[config.mk]
export PLATFORM = sky130hd
export DESIGN_NAME = label_merge_ctrl_flat
export DESIGN_NICKNAME = d
export VERILOG_FILES = /design/src/rtl/label_merge_ctrl_if.sv /design/src/rtl/label_merge_ctrl.sv /design/src/flat_wrapper.sv
export SDC_FILE = /design/constraint.sdc
export NUM_CORES = 2
export LEC_CHECK = 0
export ABC_AREA = 1
export BUFFER_PORTS_ARGS = -buffer_cell sky130_fd_sc_hd__buf_2
export CORE_MARGIN = 8
export CORE_UTILIZATION = 30
export CTS_CLUSTER_SIZE = 12
export DETAILED_ROUTE_END_ITERATION = 8
export GPL_TIMING_DRIVEN = 0
export SLEW_MARGIN = 20
export SYNTH_ARGS = -nofsm -noshare
export SYNTH_HDL_FRONTEND = slang
export SYNTH_SLANG_ARGS = --single-unit
[constraint.sdc]
create_clock -name iclk -period 7 [get_ports iclk]
set_input_delay 0.7 -clock iclk [delete_from_list [all_inputs] [get_ports iclk]]
set_output_delay 0.7 -clock iclk [all_outputs]
set_load 0.03 [all_outputs]
[src/rtl/label_merge_ctrl_if.sv]
// Labeler / label-RAM port bundle for label_merge_ctrl.
// oObj_count exists only when LABEL_STATS_EN is defined.
interface label_merge_ctrl_if #(
  parameter int LABEL_W = 6,
  parameter int ADDR_W  = 17
);
  logic               iResolve;
  logic [LABEL_W-1:0] iMerge_lo;
  logic [LABEL_W-1:0] iMerge_hi;
  logic               iLabel_finish;
  logic [ADDR_W-1:0]  oRd_addr;
  logic               oRd_en;
  logic [LABEL_W-1:0] iRd_data;
  logic [ADDR_W-1:0]  oWr_addr;
  logic [LABEL_W-1:0] oWr_data;
  logic               oWr_en;
  logic               oBusy;
  logic               oDone;
  logic               oOverflow;
`ifdef LABEL_STATS_EN
  logic [LABEL_W-1:0] oObj_count;
`endif

  modport master (
    output iResolve, iMerge_lo, iMerge_hi, iLabel_finish, iRd_data,
    input  oRd_addr, oRd_en, oWr_addr, oWr_data, oWr_en, oBusy, oDone, oOverflow
`ifdef LABEL_STATS_EN
    , input oObj_count
`endif
  );

  modport slave (
    input  iResolve, iMerge_lo, iMerge_hi, iLabel_finish, iRd_data,
    output oRd_addr, oRd_en, oWr_addr, oWr_data, oWr_en, oBusy, oDone, oOverflow
`ifdef LABEL_STATS_EN
    , output oObj_count
`endif
  );
endinterface

[src/rtl/label_merge_ctrl.sv]
// Connected-component equivalence resolver and relabel sequencer.
// Optional object counter enabled by LABEL_STATS_EN.
module label_merge_ctrl #(
  parameter int LABEL_W    = 6,
  parameter int NUM_LABELS = 64,
  parameter int MAX_PAIRS  = 64,
  parameter int IMG_W      = 320,
  parameter int IMG_H      = 240,
  parameter int ADDR_W     = 17
) (
  input logic iclk,
  input logic irst_n,
  label_merge_ctrl_if.slave bus
);
  localparam int CNT_W  = $clog2(MAX_PAIRS + 1);
  localparam int IDX_W  = $clog2(MAX_PAIRS);
  localparam int PASS_W = $clog2(NUM_LABELS + 1);
  localparam logic [ADDR_W-1:0] LAST_ADDR = ADDR_W'(IMG_W * IMG_H - 1);
  localparam logic [PASS_W-1:0] LAST_PASS = PASS_W'(NUM_LABELS - 1);

  typedef enum logic [1:0] {COLLECT, RESOLVE, RELABEL, DONE} state_t;

  state_t             state;
  logic [LABEL_W-1:0] eq      [NUM_LABELS];
  logic [LABEL_W-1:0] pair_lo [MAX_PAIRS];
  logic [LABEL_W-1:0] pair_hi [MAX_PAIRS];
  logic [CNT_W-1:0]   cnt;
  logic [IDX_W-1:0]   idx;
  logic [PASS_W-1:0]  pass;
  logic [LABEL_W-1:0] last_lo, last_hi;
  logic               fin_q, chg;
  logic [ADDR_W-1:0]  rd_addr, wr_addr;
  logic               rd_en, wr_en, busy, done, ovf;

  logic               fin_edge, skip, take, store, last_pair, pchg, enter_relabel;
  logic [LABEL_W-1:0] r_lo, r_hi, a, b, m, wr_data;

  assign fin_edge  = bus.iLabel_finish & ~fin_q;
  assign skip      = (bus.iMerge_lo == '0) | (bus.iMerge_hi == '0) |
                     (bus.iMerge_lo == bus.iMerge_hi) |
                     ((bus.iMerge_lo == last_lo) & (bus.iMerge_hi == last_hi));
  assign take      = (state == COLLECT) & bus.iResolve & ~skip;
  assign store     = take & (cnt != CNT_W'(MAX_PAIRS));

  // One relaxation step per cycle on the pair at idx
  assign r_lo      = pair_lo[idx];
  assign r_hi      = pair_hi[idx];
  assign a         = eq[r_lo];
  assign b         = eq[r_hi];
  assign m         = (a < b) ? a : b;
  assign pchg      = (a != m) | (b != m);
  assign last_pair = (CNT_W'(idx) + CNT_W'(1)) == cnt;

  assign enter_relabel =
      ((state == COLLECT) & fin_edge & (cnt == '0) & ~store) |
      ((state == RESOLVE) & last_pair & (~(chg | pchg) | (pass == LAST_PASS)));

  // eq[0] stays 0, so background passes through unchanged
  assign wr_data = wr_en ? eq[bus.iRd_data] : '0;

`ifdef LABEL_STATS_EN
  logic [NUM_LABELS-1:0] seen;
  logic [LABEL_W-1:0]    obj_cnt, obj_out, obj_nxt;
  logic                  new_obj;
  assign new_obj = wr_en & (wr_data != '0) & ~seen[wr_data];
  assign obj_nxt = obj_cnt + LABEL_W'(new_obj);
  assign bus.oObj_count = obj_out;
`endif

  always_ff @(posedge iclk) begin
    if (store) begin
      pair_lo[cnt[IDX_W-1:0]] <= bus.iMerge_lo;
      pair_hi[cnt[IDX_W-1:0]] <= bus.iMerge_hi;
    end
  end

  always_ff @(posedge iclk or negedge irst_n) begin
    if (!irst_n) begin
      state   <= COLLECT;
      for (int i = 0; i < NUM_LABELS; i++) eq[i] <= LABEL_W'(i);
      cnt     <= '0;
      idx     <= '0;
      pass    <= '0;
      last_lo <= '0;
      last_hi <= '0;
      fin_q   <= 1'b0;
      chg     <= 1'b0;
      rd_addr <= '0;
      wr_addr <= '0;
      rd_en   <= 1'b0;
      wr_en   <= 1'b0;
      busy    <= 1'b0;
      done    <= 1'b0;
      ovf     <= 1'b0;
`ifdef LABEL_STATS_EN
      seen    <= '0;
      obj_cnt <= '0;
      obj_out <= '0;
`endif
    end else begin
      fin_q <= bus.iLabel_finish;
      done  <= 1'b0;
      wr_en <= 1'b0;
      case (state)
        COLLECT: begin
          if (store) begin
            cnt     <= cnt + CNT_W'(1);
            last_lo <= bus.iMerge_lo;
            last_hi <= bus.iMerge_hi;
          end else if (take) begin
            ovf <= 1'b1;
          end
          if (fin_edge) begin
            state <= RESOLVE;
            busy  <= 1'b1;
            idx   <= '0;
            pass  <= '0;
            chg   <= 1'b0;
          end
        end
        RESOLVE: begin
          eq[r_lo] <= m;
          eq[r_hi] <= m;
          if (last_pair) begin
            idx  <= '0;
            chg  <= 1'b0;
            pass <= pass + PASS_W'(1);
            if ((chg | pchg) && pass == LAST_PASS) ovf <= 1'b1;
          end else begin
            idx <= idx + IDX_W'(1);
            chg <= chg | pchg;
          end
        end
        RELABEL: begin
          wr_en   <= rd_en;
          wr_addr <= rd_addr;
          if (rd_en) begin
            if (rd_addr == LAST_ADDR) rd_en <= 1'b0;
            else                      rd_addr <= rd_addr + ADDR_W'(1);
          end
`ifdef LABEL_STATS_EN
          if (wr_en) begin
            obj_cnt <= obj_nxt;
            if (wr_data != '0) seen[wr_data] <= 1'b1;
          end
`endif
          if (wr_en && wr_addr == LAST_ADDR) begin
            state <= DONE;
            busy  <= 1'b0;
            done  <= 1'b1;
`ifdef LABEL_STATS_EN
            obj_out <= obj_nxt;
`endif
          end
        end
        DONE: begin
          for (int i = 0; i < NUM_LABELS; i++) eq[i] <= LABEL_W'(i);
          cnt     <= '0;
          ovf     <= 1'b0;
          last_lo <= '0;
          last_hi <= '0;
          state   <= COLLECT;
        end
        default: state <= COLLECT;
      endcase
      if (enter_relabel) begin
        state   <= RELABEL;
        busy    <= 1'b1;
        rd_en   <= 1'b1;
        rd_addr <= '0;
`ifdef LABEL_STATS_EN
        seen    <= '0;
        obj_cnt <= '0;
`endif
      end
    end
  end

  assign bus.oRd_addr  = rd_addr;
  assign bus.oRd_en    = rd_en;
  assign bus.oWr_addr  = wr_addr;
  assign bus.oWr_data  = wr_data;
  assign bus.oWr_en    = wr_en;
  assign bus.oBusy     = busy;
  assign bus.oDone     = done;
  assign bus.oOverflow = ovf;
endmodule
[src/flat_wrapper.sv]
// flat-port wrapper written by rule: the top's interface ports become plain ports
module label_merge_ctrl_flat 
#(
  parameter int LABEL_W    = 6,
  parameter int NUM_LABELS = 64,
  parameter int MAX_PAIRS  = 64,
  parameter int IMG_W      = 320,
  parameter int IMG_H      = 240,
  parameter int ADDR_W     = 17
)
  (iclk, irst_n, bus_iResolve, bus_iMerge_lo, bus_iMerge_hi, bus_iLabel_finish, bus_iRd_data, bus_oRd_addr, bus_oRd_en, bus_oWr_addr, bus_oWr_data, bus_oWr_en, bus_oBusy, bus_oDone, bus_oOverflow);
  label_merge_ctrl_if #(.LABEL_W(LABEL_W), .ADDR_W(ADDR_W)) bus_i ();
  input logic iclk;
  input logic irst_n;
  input wire logic [$bits(bus_i.iResolve)-1:0] bus_iResolve;
  input wire logic [$bits(bus_i.iMerge_lo)-1:0] bus_iMerge_lo;
  input wire logic [$bits(bus_i.iMerge_hi)-1:0] bus_iMerge_hi;
  input wire logic [$bits(bus_i.iLabel_finish)-1:0] bus_iLabel_finish;
  input wire logic [$bits(bus_i.iRd_data)-1:0] bus_iRd_data;
  output wire logic [$bits(bus_i.oRd_addr)-1:0] bus_oRd_addr;
  output wire logic [$bits(bus_i.oRd_en)-1:0] bus_oRd_en;
  output wire logic [$bits(bus_i.oWr_addr)-1:0] bus_oWr_addr;
  output wire logic [$bits(bus_i.oWr_data)-1:0] bus_oWr_data;
  output wire logic [$bits(bus_i.oWr_en)-1:0] bus_oWr_en;
  output wire logic [$bits(bus_i.oBusy)-1:0] bus_oBusy;
  output wire logic [$bits(bus_i.oDone)-1:0] bus_oDone;
  output wire logic [$bits(bus_i.oOverflow)-1:0] bus_oOverflow;
  assign bus_i.iResolve = bus_iResolve;
  assign bus_i.iMerge_lo = bus_iMerge_lo;
  assign bus_i.iMerge_hi = bus_iMerge_hi;
  assign bus_i.iLabel_finish = bus_iLabel_finish;
  assign bus_i.iRd_data = bus_iRd_data;
  assign bus_oRd_addr = bus_i.oRd_addr;
  assign bus_oRd_en = bus_i.oRd_en;
  assign bus_oWr_addr = bus_i.oWr_addr;
  assign bus_oWr_data = bus_i.oWr_data;
  assign bus_oWr_en = bus_i.oWr_en;
  assign bus_oBusy = bus_i.oBusy;
  assign bus_oDone = bus_i.oDone;
  assign bus_oOverflow = bus_i.oOverflow;
  label_merge_ctrl #(.LABEL_W(LABEL_W), .NUM_LABELS(NUM_LABELS), .MAX_PAIRS(MAX_PAIRS), .IMG_W(IMG_W), .IMG_H(IMG_H), .ADDR_W(ADDR_W)) u_core (.iclk(iclk), .irst_n(irst_n), .bus(bus_i));
endmodule
==> run summary <==
Post-Syn Instances - 7781
startpoint types - register
Lkg Pwr - 33.1 nW
Max Cap Violations - 0
DP Worst Slack - -2.07 ns
initial antenna violation count - 55
number of remaining DRC errors - 0
critical setup path kind - register to register
router iterations before antenna repair - 6
synth top area cells - edfxtp_1 36%, nand2_1 15%, dfrtp_1 10%, dfstp_2 7.9%, nand3_1 5.4%
hpwl dp - 350000 um
actual slew at the worst max-slew pin - 1.35 ns
Port Buffers - 64
cell taking the most area after synthesis - edfxtp_1
relative slew slack - 0.0980
post-synthesis net count - 7813
Max Root-Sink Buffers - 3
synthesized flop and latch total - 1227
Post-DP Area - 71400 um2
Tcrit/Tclk final - 1.02
TritonCTS Sinks - 1227
failing checks - negative setup slack
fin nets - 8170
vias in the first global route - 61144
clock root buffer - clkbuf_16
Slew Viols, Final - 0
Synth warnings - 0
Final ANT Viol Nets - 0
Die Span X - 478 um
cts bufs inserted - 150
Final GP Congestion - 1.02
DIE HEIGHT - 478 um
EDFF count, synth - 768
DR vias - 66182
cell area power density - 212 nW/um2
Unique masters post-synth - 51
hold crit path type - input port to register
final instance area - 77300 um2
# IOs - 67
Setup Skew - 0.0650 ns
initial DRC count - 9744
Initial Util - 0.302
Critical Path Max Stage Delay - 0.59 ns
Clock Latency Late Sink - 0.88 ns
Critical Path Fanout Max - 10
wire per inst - 43.2 um
VDD IR max - 270 uV
gr usage total - 0.404
CTS tree - yes
final hold violation count - 0
Fill cells - 21873
Worst-path clk slew - 0.06 ns
Seq/Total Area, Yosys - 0.543
Critical Path End Type - register
share of cells above drive strength 1 - 0.147
final setup vio count - 34
top_reg_cell synth - edfxtp_1
worst path required time - 7.64 ns
CP Data Arrival Time - 7.74 ns
H-tree Lvls - 4
Max stage delay cell, worst path - clkdlybuf4s15_2
largest net degree at the start of global routing - 83
critical path's most frequent cell - nand2_1
Fin Hold WS - 0.431 ns
Core ar. - 212000 um2
Post-synth ARST share - 0.374
status - finished, violations left
Mean Syn Cell Area - 8.23 um2
final period demand of the worst path - 7.11 ns
Area Overhead vs Synth - 20.7%
GRT overflow - 0
vias per cell - 5.96
Cell Area, Synth - 64000 um2
post-layout util - 0.364
full die area - 228000 um2
Max Clk Rate - 141 MHz
final worst slack - -0.109 ns
first-pass GRT wire length - 613000 um
post-synth top area share - 0.360
Routed Wire Length - 481000 um
Core Rows - 169
total power - 16.4 mW
==> sequential cells by signal (all words and copies together) (netlist names), 2 cells and up <==
name	count
u_core.pass	7
u_core.state	2
u_core.pair_hi	384
u_core.eq	384
u_core.last_lo	6
u_core.pair_lo	384
u_core.idx	6
u_core.bus.oWr_addr	17
u_core.cnt	7
u_core.bus.oRd_addr	17
u_core.last_hi	6
==> final cells by class <==
class                      instances  area (um2)  share of cell area
inverter                         773        2920              0.0378
buffer                           458        2680              0.0346
multi-input combinational       5322       25000               0.323
antenna                           41         103             0.00133
tap                             2821        3530              0.0457
sequential                      1227       34800               0.450
clock buffer                     203        4120              0.0534
clock inverter                    61         782              0.0101
timing repair buffer             206        3370              0.0436
==> critical path: cells and delay by family (launching register included) <==
family,cells,cell delay [ns]
compound gates,5,0.79
fa+ha+maj,1,0.21
buf+inv,10,2.76
flops,1,0.37
simple gates,16,2.61
==> final timing paths <==
kind,startpoint,end,slack (ns),depth (start not counted)
max in group asynchronous,irst_n,u_core.eq[192],5.12,4
min reg2reg,u_core.pass[5],u_core.pass[5],0.46,1
min in group asynchronous,irst_n,u_core.eq[160],0.46,2
max,u_core.idx[2],u_core.eq[165],-0.11,32
max reg2reg,u_core.idx[2],u_core.eq[165],-0.11,32
min,bus_iMerge_lo[2],u_core.pair_lo[19][2],0.43,1
==> routing by layer <==
layer	vias to the layer above	wire (um)	GRT usage
met2	5014	210000	0.621
met5	-	134	0
met4	20	55200	0.373
met3	1680	44600	0.0977
li1	26724	-	-
met1	32744	171000	0.463
==> per-stage QoR <==
stage | TNS, ns | std cells
finish | -0.946 | 11112
global placement | -2924.14 | 10666
CTS | 0 | 11065
global route | -0.00626 | 11076
floorplan | 0 | 7781
detailed placement | -422.19 | 10780
==> cells in the mapped netlist (9+ instances only) <==
library cell  number
clkinv_1           9
o221ai_1           9
nand3b_1          27
ha_1              10
buf_2            157
nor2_1           481
nand4_1           19
o211ai_1          49
dfrtp_1          267
nor4_1             9
buf_4             37
o21ai_1           63
clkbuf_1         211
nor2_2            12
nand3_1          695
a211oi_1          11
nand2_2           11
xor2_1            31
inv_2             41
nand2_1         2594
o22ai_1          379
dfstp_2          192
o21ai_0          536
nor3_1            18
o22ai_2           30
edfxtp_1         768
a21oi_1          273
a31oi_1           13
buf_1             44
inv_1            722
==> cell usage in the layout, fill, tap and decap left out, types with 18 or more instances in the layout <==
master / Yosys / routed
buf_12: 0 / 37
a21oi_1: 273 / 271
clkbuf_2: 2 / 129
diode_2: 0 / 41
o22ai_2: 30 / 31
clkbuf_1: 211 / 92
buf_2: 157 / 171
buf_16: 0 / 71
nor2_4: 4 / 77
xor2_1: 31 / 31
nand2_1: 2594 / 2583
nand4_1: 19 / 19
nor2_1: 481 / 409
buf_6: 8 / 25
o21ai_0: 536 / 520
o21ai_1: 63 / 70
dfrtp_1: 267 / 264
nand3_1: 695 / 692
inv_2: 41 / 38
dfstp_2: 192 / 192
clkbuf_4: 0 / 44
inv_1: 722 / 719
clkbuf_16: 0 / 151
nor3_1: 18 / 18
o22ai_1: 379 / 377
edfxtp_1: 768 / 768
buf_4: 37 / 105
nand3b_1: 27 / 27
o211ai_1: 49 / 49
clkinv_1: 9 / 28
==> kinds of logic after synthesis <==
logic type      count (synthesis)  share of synthesized area
fa+ha+maj                      10                    0.00195
xor+xnor                       35                    0.00479
compound gates               1388                      0.124
mux                             8                    0.00125
simple gates                 3881                      0.246
buf+inv                      1232                     0.0785
flops                        1227                      0.543
==> power by group <==
| part | total (mW) | internal (mW) | leakage, nW | switching (mW) |
|---|---|---|---|---|
| sequential | 7.72 | 7.72 | 12.5 | 0.0000728 |
| clock | 8.04 | 4.47 | 2.35 | 3.57 |
| combinational | 0.661 | 0.126 | 18.3 | 0.535 |
==> repair_timing <==
action	CTS	global route
pin swaps	6	2
hold buffers	2	0
resized for setup	150	97
setup endpoints to repair	406	378
buffers inserted	20	6
endpoints found under the hold margin	32	0
cloned	0	0
Power figures use the tool's default switching activity.
